## src/rtl/phy_rx_deserializer.sv

```systemverilog
// Serial-to-parallel receiver: aligns on a comma symbol, locks after LOCK_COUNT
// consecutive aligned commas, then emits one byte every 8 bit clocks.
module phy_rx_deserializer #(
  parameter logic [7:0] COMMA      = 8'hBC,
  parameter int         LOCK_COUNT = 4
) (
  input  logic       clk_8f,
  input  logic       reset,
  input  logic       data_in,
  output logic [7:0] data_out,
  output logic       valid_out,
  output logic       byte_strobe,
  output logic       active
);

  typedef enum logic [1:0] {
    ST_SEARCH,
    ST_ALIGN,
    ST_ACTIVE
  } state_t;

  localparam logic [3:0] LC = 4'(LOCK_COUNT);

  state_t     r_state;
  // Only the low seven history bits are ever combined with the incoming bit.
  logic [6:0] r_sr;
  logic [2:0] r_bit_cnt;
  logic [3:0] r_bc_cnt;
  logic [7:0] r_data_out;
  logic       r_valid_out;
  logic       r_byte_strobe;
  logic       r_active;

  logic [7:0] w_next_byte;
  logic       w_is_comma;
  logic       w_boundary;
  logic [3:0] w_bc_plus1;
  logic [3:0] w_bc_sat;

  assign w_next_byte = {r_sr, data_in};
  assign w_is_comma  = (w_next_byte == COMMA);
  assign w_boundary  = (r_bit_cnt == 3'd7);
  assign w_bc_plus1  = r_bc_cnt + 4'd1;
  assign w_bc_sat    = (r_bc_cnt == LC) ? LC : w_bc_plus1;

  always_ff @(posedge clk_8f or posedge reset) begin
    if (reset) begin
      r_state       <= ST_SEARCH;
      r_sr          <= '0;
      r_bit_cnt     <= '0;
      r_bc_cnt      <= '0;
      r_data_out    <= 8'h00;
      r_valid_out   <= 1'b0;
      r_byte_strobe <= 1'b0;
      r_active      <= 1'b0;
    end else begin
      r_sr          <= w_next_byte[6:0];
      r_byte_strobe <= 1'b0;
      case (r_state)
        ST_SEARCH: begin
          // Any bit offset is a candidate; the comma edge becomes boundary phase 0.
          if (w_is_comma) begin
            r_bit_cnt <= 3'd0;
            r_bc_cnt  <= 4'd1;
            if (LC == 4'd1) begin
              r_state  <= ST_ACTIVE;
              r_active <= 1'b1;
            end else begin
              r_state <= ST_ALIGN;
            end
          end
        end
        ST_ALIGN: begin
          r_bit_cnt <= r_bit_cnt + 3'd1;
          if (w_boundary) begin
            if (w_is_comma) begin
              r_bc_cnt <= w_bc_sat;
              if (w_bc_plus1 == LC) begin
                r_state  <= ST_ACTIVE;
                r_active <= 1'b1;
              end
            end else begin
              // The mismatching byte is dropped, not re-scanned at other offsets.
              r_bc_cnt <= 4'd0;
              r_state  <= ST_SEARCH;
            end
          end
        end
        ST_ACTIVE: begin
          r_bit_cnt <= r_bit_cnt + 3'd1;
          if (w_boundary) begin
            r_data_out    <= w_next_byte;
            r_valid_out   <= !w_is_comma;
            r_byte_strobe <= 1'b1;
            if (w_is_comma) begin
              r_bc_cnt <= w_bc_sat;
            end
          end
        end
        default: begin
          r_state <= ST_SEARCH;
        end
      endcase
    end
  end

  assign data_out    = r_data_out;
  assign valid_out   = r_valid_out;
  assign byte_strobe = r_byte_strobe;
  assign active      = r_active;

endmodule

```

## config.mk

```make
export PLATFORM = sky130hd
export DESIGN_NAME = phy_rx_deserializer
export DESIGN_NICKNAME = d
export VERILOG_FILES = /design/src/rtl/phy_rx_deserializer.sv
export SDC_FILE = /design/constraint.sdc
export NUM_CORES = 1
export LEC_CHECK = 0
export CELL_PAD_IN_SITES_DETAIL_PLACEMENT = 0
export CELL_PAD_IN_SITES_GLOBAL_PLACEMENT = 1
export CORE_MARGIN = 1.5
export CORE_UTILIZATION = 35
export DETAILED_ROUTE_END_ITERATION = 10
export GPL_TIMING_DRIVEN = 0
export HOLD_SLACK_MARGIN = 0.15
export PLACE_DENSITY_LB_ADDON = 0.1
export SLEW_MARGIN = 40
export SYNTH_ARGS = -nofsm -noshare
export SYNTH_HDL_FRONTEND = slang
export SYNTH_SLANG_ARGS = --single-unit
```

## constraint.sdc

```tcl
create_clock -name clk_8f -period 4.5 [get_ports clk_8f]
set_input_delay 1.35 -clock clk_8f [delete_from_list [all_inputs] [get_ports clk_8f]]
set_output_delay 1.35 -clock clk_8f [all_outputs]
set_load 0.02 [all_outputs]
```

==> results of run 1 <==
-- cell families (layout without fill, tap and decap cells) --
| kind of cell | count (synthesis) | after routing | share of synthesized area (%) |
|---|---|---|---|
| fa+ha+maj | 8 | 8 | 8.18 |
| flops | 27 | 27 | 55.2 |
| simple gates | 22 | 22 | 10.0 |
| buf+inv | 12 | 29 | 3.68 |
| compound gates | 24 | 24 | 15.5 |
| mux | 8 | 8 | 7.36 |
-- layer usage --
layer  GRT usage [%]  up-vias
met1            15.3      391
met5               0        -
met3            1.99        2
met4            5.00        0
met2            18.8        6
li1                -      391
-- registers in the layout, indices dropped and copies added, names as in the netlist --
signal	cells
r_sr	7
r_state	2
active	1
data_out	8
valid_out	1
r_bc_cnt	4
r_bit_cnt	3
byte_strobe	1
-- cells in the final DEF, fill, tap and decap left out, types with 2 or more instances in the layout --
cell type,count
a21oi_1,4
a32o_1,2
clkbuf_4,3
clkdlybuf4s50_1,13
dfrtp_1,27
ha_1,8
inv_1,10
mux2_2,8
nand2_1,11
nor2_1,2
nor3_1,3
o211ai_1,2
o21ai_0,4
o21ai_1,3
-- critical path, stage by stage --
cell and delay (ns):
clkdlybuf4s50_1 0.45, or4b_4 0.56, o21ai_4 0.25, a32oi_4 0.12
a21oi_1 0.14, o21ba_1 0.15
-- how the worst min path moves through the flow --
stage                      startpoint           endpoint  slack [ns]  depth (start not counted)
floorplan           r_sr[1]$_DFF_PP0_  r_sr[2]$_DFF_PP0_        0.37                          0
global placement    r_sr[4]$_DFF_PP0_  r_sr[5]$_DFF_PP0_        0.39                          0
detailed placement  r_sr[5]$_DFF_PP0_  r_sr[6]$_DFF_PP0_        0.39                          0
CTS                 r_sr[3]$_DFF_PP0_  r_sr[4]$_DFF_PP0_        0.42                          0
global route        r_sr[3]$_DFF_PP0_  r_sr[4]$_DFF_PP0_        0.44                          0
finish              r_sr[3]$_DFF_PP0_  r_sr[4]$_DFF_PP0_        0.42                          0
-- power by group --
group	switching, mW	internal [mW]	total [mW]
logic	0.0532	0.0353	0.0884
clock network	0.0782	0.0362	0.114
registers	0.0164	0.259	0.275
-- area by class of cell --
type                    count  area, um^2
clock buffers               3        22.5
repair buffers             13         130
clock inverters             1        8.76
flip-flops and latches     27         676
inverters                  11        41.3
fillers                   334        1890
multi-input cells          62         503
plain buffers               1        3.75
well taps                  46        57.6
==> reports/metrics.cfg, run 1 <==
[status]
status = completed

[worst_setup_path]
endpoint = r_bc_cnt[2]$_DFFE_PP0P_
critPathKind = in -> reg
rr_startpoint = r_bit_cnt[0]$_DFFE_PP0P_
critPathLaunch = data_in
required_ns = 4.74
start_kind = input port
reg2reg_depth = 5
r2r_slack_ns = 2.55
timing.rr.end = data_out[7]$_DFFE_PP0P_
worstPathArrival_ns = 3.03
worstSetupEndpointType = register
crit_fanout = 8

[detailed_routing]
drt-total-wl_mm = 2.08
drt_iter0_drc = 19
met2WireLength_um = 949
drt_first_pass_iters = 2
drt-met1-wl_mm = 1.06
antenna_left = 0
viasPerCell = 4.82
wl_per_cell_um = 12.7
top_layer = met4
met3_length_um = 52
drc = 0
via_count = 790

[placed_design]
placedCellCount = 160
post-place-ws_ns = 1.34
dpl-instance-area_mm2 = 0.00141
routabilityCongestion = 0.728
dp_hpwl_mm = 1.50
portBuffers = 13

[yosys]
synth.net_count = 112
yosysTopAreaCellShare_pct = 55.2
async_flop_share_pct = 100
synthCells = 101
yosysSeqAreaShare_pct = 55.2
synth_area_leaders = dfrtp_1, ha_1, mux2_2, inv_1, nand2_1
postSynthAreaPerCell_um2 = 12.1
synth_edf_count = 0
ys_warn_count = 0
yosysTopAreaCell = dfrtp_1
synth_common_cells = dfrtp_1, inv_1, nand2_1
yosysMostFrequentCell = dfrtp_1
ys_seq_elements = 27
synth_ff_type = dfrtp_1
ys_types = 28
netlist_area_mm2 = 0.00122

[sta]
hold_viol_final = 0
drv_slew = 0
rsz0062_at_grt = false
maxSlewHeadroom_pct = 61.7
skew_ns = 0.00699
whs_ns = 0.416
setup_slack_ns = 1.71
post-route-min-period_ns = 2.79
tns_ns = 0
fmax_ghz = 0.359
worst_pin_slew_ns = 0.574
min_period_over_period_pct = 61.9
setup_viol = 0

[cells_and_area]
stdcell_area_mm2 = 0.00144
layout-drive-gt1-share_pct = 16.9
final_cells = 164
area_growth_pct = 17.9
fin_util_pct = 43.2
fin_nets = 130
num_antenna_cells = 0

[floorplan]
initial_utilization_pct = 36.7
die-area_mm2 = 0.00386
die_x_um = 62.1
num_rows = 21
coreArea_mm2 = 0.00334
pin_count = 14
die_h_um = 62.1

[global_route]
overflow = 0
grtUsageTotal_pct = 11.6
grt_max_degree = 28
grt_pass1_vias = 792
antenna_found_initial = 0
grt_pass1_wl_mm = 3.59

[clock_network]
cts_buffer_depth = 2
htreeDepth = 1
hold_buffers = 0
cts_sinks = 27
clockRootBuffer = clkbuf_4
tritoncts = built
cts.clk_slew.worst_paths_ns = 0.16
cts_resized = 0
clk_latency_ns = 0.33
numCtsBuffers = 3
post-cts-setup-buffer-count = 0

[pwr]
p_total_mw = 0.478
power_density_mw_per_mm2 = 331
p_leak_nw = 0.665
ir_drop_mv = 0.119

[job]
max-cap-violations = 0

[hold_path]
hold_class = reg -> reg

Power figures use the tool's default switching activity.
==> inputs of run 2 (changes only) <==
clock period = 2.85 ns   (was 4.5 ns; I/O delays follow)
==> results of run 2 <==
The final DEF is identical to that of run 1. Status: completed.
Among the figures that moved: setup slack after placement 1.34 ns -> 0.186 ns; setup slack after layout 1.71 ns -> 0.559 ns; register-to-register setup slack 2.55 ns -> 0.90 ns; total power 0.478 mW -> 0.755 mW; worst IR drop on VDD 0.119 mV -> 0.188 mV
==> inputs of run 3 (changes only) <==
clock period = 2 ns   (was 2.85 ns; I/O delays follow)
==> run 3 against run 2 <==
  * Core utilization increased by 0.30 points
  * Critical path depth down 5
  * Via count fell by 0.76%
  * First-iteration DRC count is 11% lower
  * Flip-flop and latch count did not move
  * Critical endpoint is now data_out[5]
  * Hold slack better by 0.0047 ns
  * Register-to-register slack lost 0.67 ns
  * Clock skew decreased by 0.0045 ns
  * Wire length shrank 3.2%
  * Largest cell class unchanged
  * Power up 44%
==> reports/metrics.cfg, run 3 (synthesis gave the netlist of run 1 again) <==
[status]
status = completed

[worst_setup_path]
start_kind = register
cp_cell_sequence = clkdlybuf4s50_1
required_ns = 1.40
crit_fanout = 2  ; -6
worstPathArrival_ns = 1.32
cp_top_family = buffers and inverters
path_buf_inv = 1  ; unchanged
reg2reg_depth = 4  ; -1
slowest_stage = clkdlybuf4s50_1
path_depth = 1  ; -5
worstSetupEndpointType = primary output
cpPeakStageDelay_ns = 0.61  ; +0.05 ns
critPathKind = reg -> out

[sta]
fmax_ghz = 0.520
skew_ns = 0.00250  ; -0.00449 ns
maxSlewHeadroom_pct = 62.7  ; +1.1 points
rsz0062_at_grt = false
setup_viol = 0  ; unchanged
drv_slew = 0  ; unchanged
worst_pin_slew_ns = 0.558  ; -0.0160 ns
post-route-min-period_ns = 1.92
min_period_over_period_pct = 96.2
hold_viol_final = 0  ; unchanged

[floorplan]
coreArea_mm2 = 0.00334  ; unchanged
initial_utilization_pct = 36.7  ; unchanged
die_x_um = 62.1  ; unchanged
die_h_um = 62.1  ; unchanged
num_rows = 21  ; unchanged
pin_count = 14  ; unchanged
die-area_mm2 = 0.00386  ; unchanged

[clock_network]
tritoncts = built
clk_latency_ns = 0.33  ; about the same
cts.clk_slew.worst_paths_ns = 0.16  ; about the same
cts_sinks = 27  ; unchanged
htreeDepth = 1  ; unchanged
cts_buffer_depth = 2  ; unchanged
numCtsBuffers = 3  ; unchanged
hold_buffers = 0  ; unchanged
clockRootBuffer = clkbuf_4

[placed_design]
dp_hpwl_mm = 1.50  ; unchanged
placedCellCount = 160  ; unchanged
routabilityCongestion = 0.728  ; unchanged
portBuffers = 13  ; unchanged

[detailed_routing]
antenna_left = 0  ; unchanged
drt-total-wl_mm = 2.02  ; -3.2%
drt_first_pass_iters = 4  ; +2
via_count = 784  ; -0.76%
viasPerCell = 4.75  ; -1.4%
drt_iter0_drc = 17  ; -2
drc = 0  ; unchanged
wl_per_cell_um = 12.2  ; -3.8%

[hold_path]
whs_path_depth = 0  ; unchanged
hold_class = reg -> reg

[pwr]
p_leak_nw = 0.676  ; +1.6%
p_clk_share_pct = 23.5  ; -0.4 points
p_total_mw = 1.09
pwr-share-comb_pct = 19.5  ; +1.0 points
p_seq_share_pct = 57.0  ; -0.6 points
sw_frac_of_total_pct = 30.4
switchingPower_mw = 0.330
power_density_mw_per_mm2 = 748
ir_drop_mv = 0.263
internal_power_mw = 0.756

[cells_and_area]
layout-drive-gt1-share_pct = 18.5  ; +1.5 points
largest_reg_flops = 8  ; unchanged
final_common_cell = dfrtp_1
mostFrequentLayoutCells = dfrtp_1, clkdlybuf4s50_1, nand2_1
final_cells = 165  ; +0.61%
fin_nets = 131  ; +0.77%
area_growth_pct = 18.7
num_antenna_cells = 0  ; unchanged

[global_route]
antenna_found_initial = 0  ; unchanged
grt_pass1_vias = 801  ; +1.1%
grt_pass1_wl_mm = 3.58  ; -0.20%
grtUsageTotal_pct = 11.5  ; -0.039 points
overflow = 0  ; unchanged
grt_max_degree = 28  ; unchanged

[job]
max-cap-violations = 0  ; unchanged

## run 3: cell types whose count changed in the layout (fill, tap and decap cells not counted), sizes merged
cell           previous run  this run
buf                       0         2
clkbuf                    4         3
clkdlybuf4s50            13        12
dlygate4sd2               0         1
## run 3: final timing paths
kind / end / start / slack [ns]
worst min register to register: r_sr[6]$_DFF_PP0_ / r_sr[5]$_DFF_PP0_ / 0.42
worst max register to register: data_out[7]$_DFFE_PP0P_ / r_bit_cnt[0]$_DFFE_PP0P_ / 0.23
worst max-delay path: data_out[5] / data_out[5]$_DFFE_PP0P_ / 0.08
max in group asynchronous: r_bit_cnt[2]$_DFFE_PP0P_ / reset / 1.02
min in group asynchronous: r_bc_cnt[1]$_DFFE_PP0P_ / reset / 0.62
worst min-delay path: r_sr[6]$_DFF_PP0_ / r_sr[5]$_DFF_PP0_ / 0.42
## run 3: power groups by stage
stage	Sequential, mW	Clock (mW)	Combinational, mW
floorplan	0.622	0	0.160
global placement	0.630	0	0.200
detailed placement	0.631	0	0.201
CTS	0.620	0.271	0.215
global route	0.628	0.293	0.237
finish	0.619	0.255	0.211
## run 3: cell type report
class | count | area (um^2)
clock inverters | 1 | 8.76
clock buffers | 3 | 22.5
fillers | 328 | 1880
repair buffers | 15 | 144
inverters | 11 | 41.3
flip-flops and latches | 27 | 676
well taps | 46 | 57.6
multi-input cells | 62 | 503
## run 3: what timing repair did
item	CTS	global route
gates resized for setup	1	0
pin swaps	3	0
buffers inserted	2	0
setup endpoints to repair	2	7
## run 3: routing by layer
metal	vias to the layer above	wire [um]	GRT usage (%)
met3	2	52	1.99
met1	386	997	15.2
li1	390	-	-
met2	6	947	18.8
met5	-	0	0
met4	0	19	5.00
## run 3: through the flow
step	setup WS (ns)	utilization [%]	setup TNS, ns	hold slack (ns)	area, um^2
after global routing	0.00196	43.5	0	0.439	1450
after detailed placement	-0.409	42.3	-2.97	0.389	1410
after global placement	-0.391	42.3	-2.84	0.386	1410
after CTS	0.0471	43.6	0	0.423	1460
after floorplan	0.182	-	0	0.370	1220
final	0.0767	43.5	0	0.421	1450
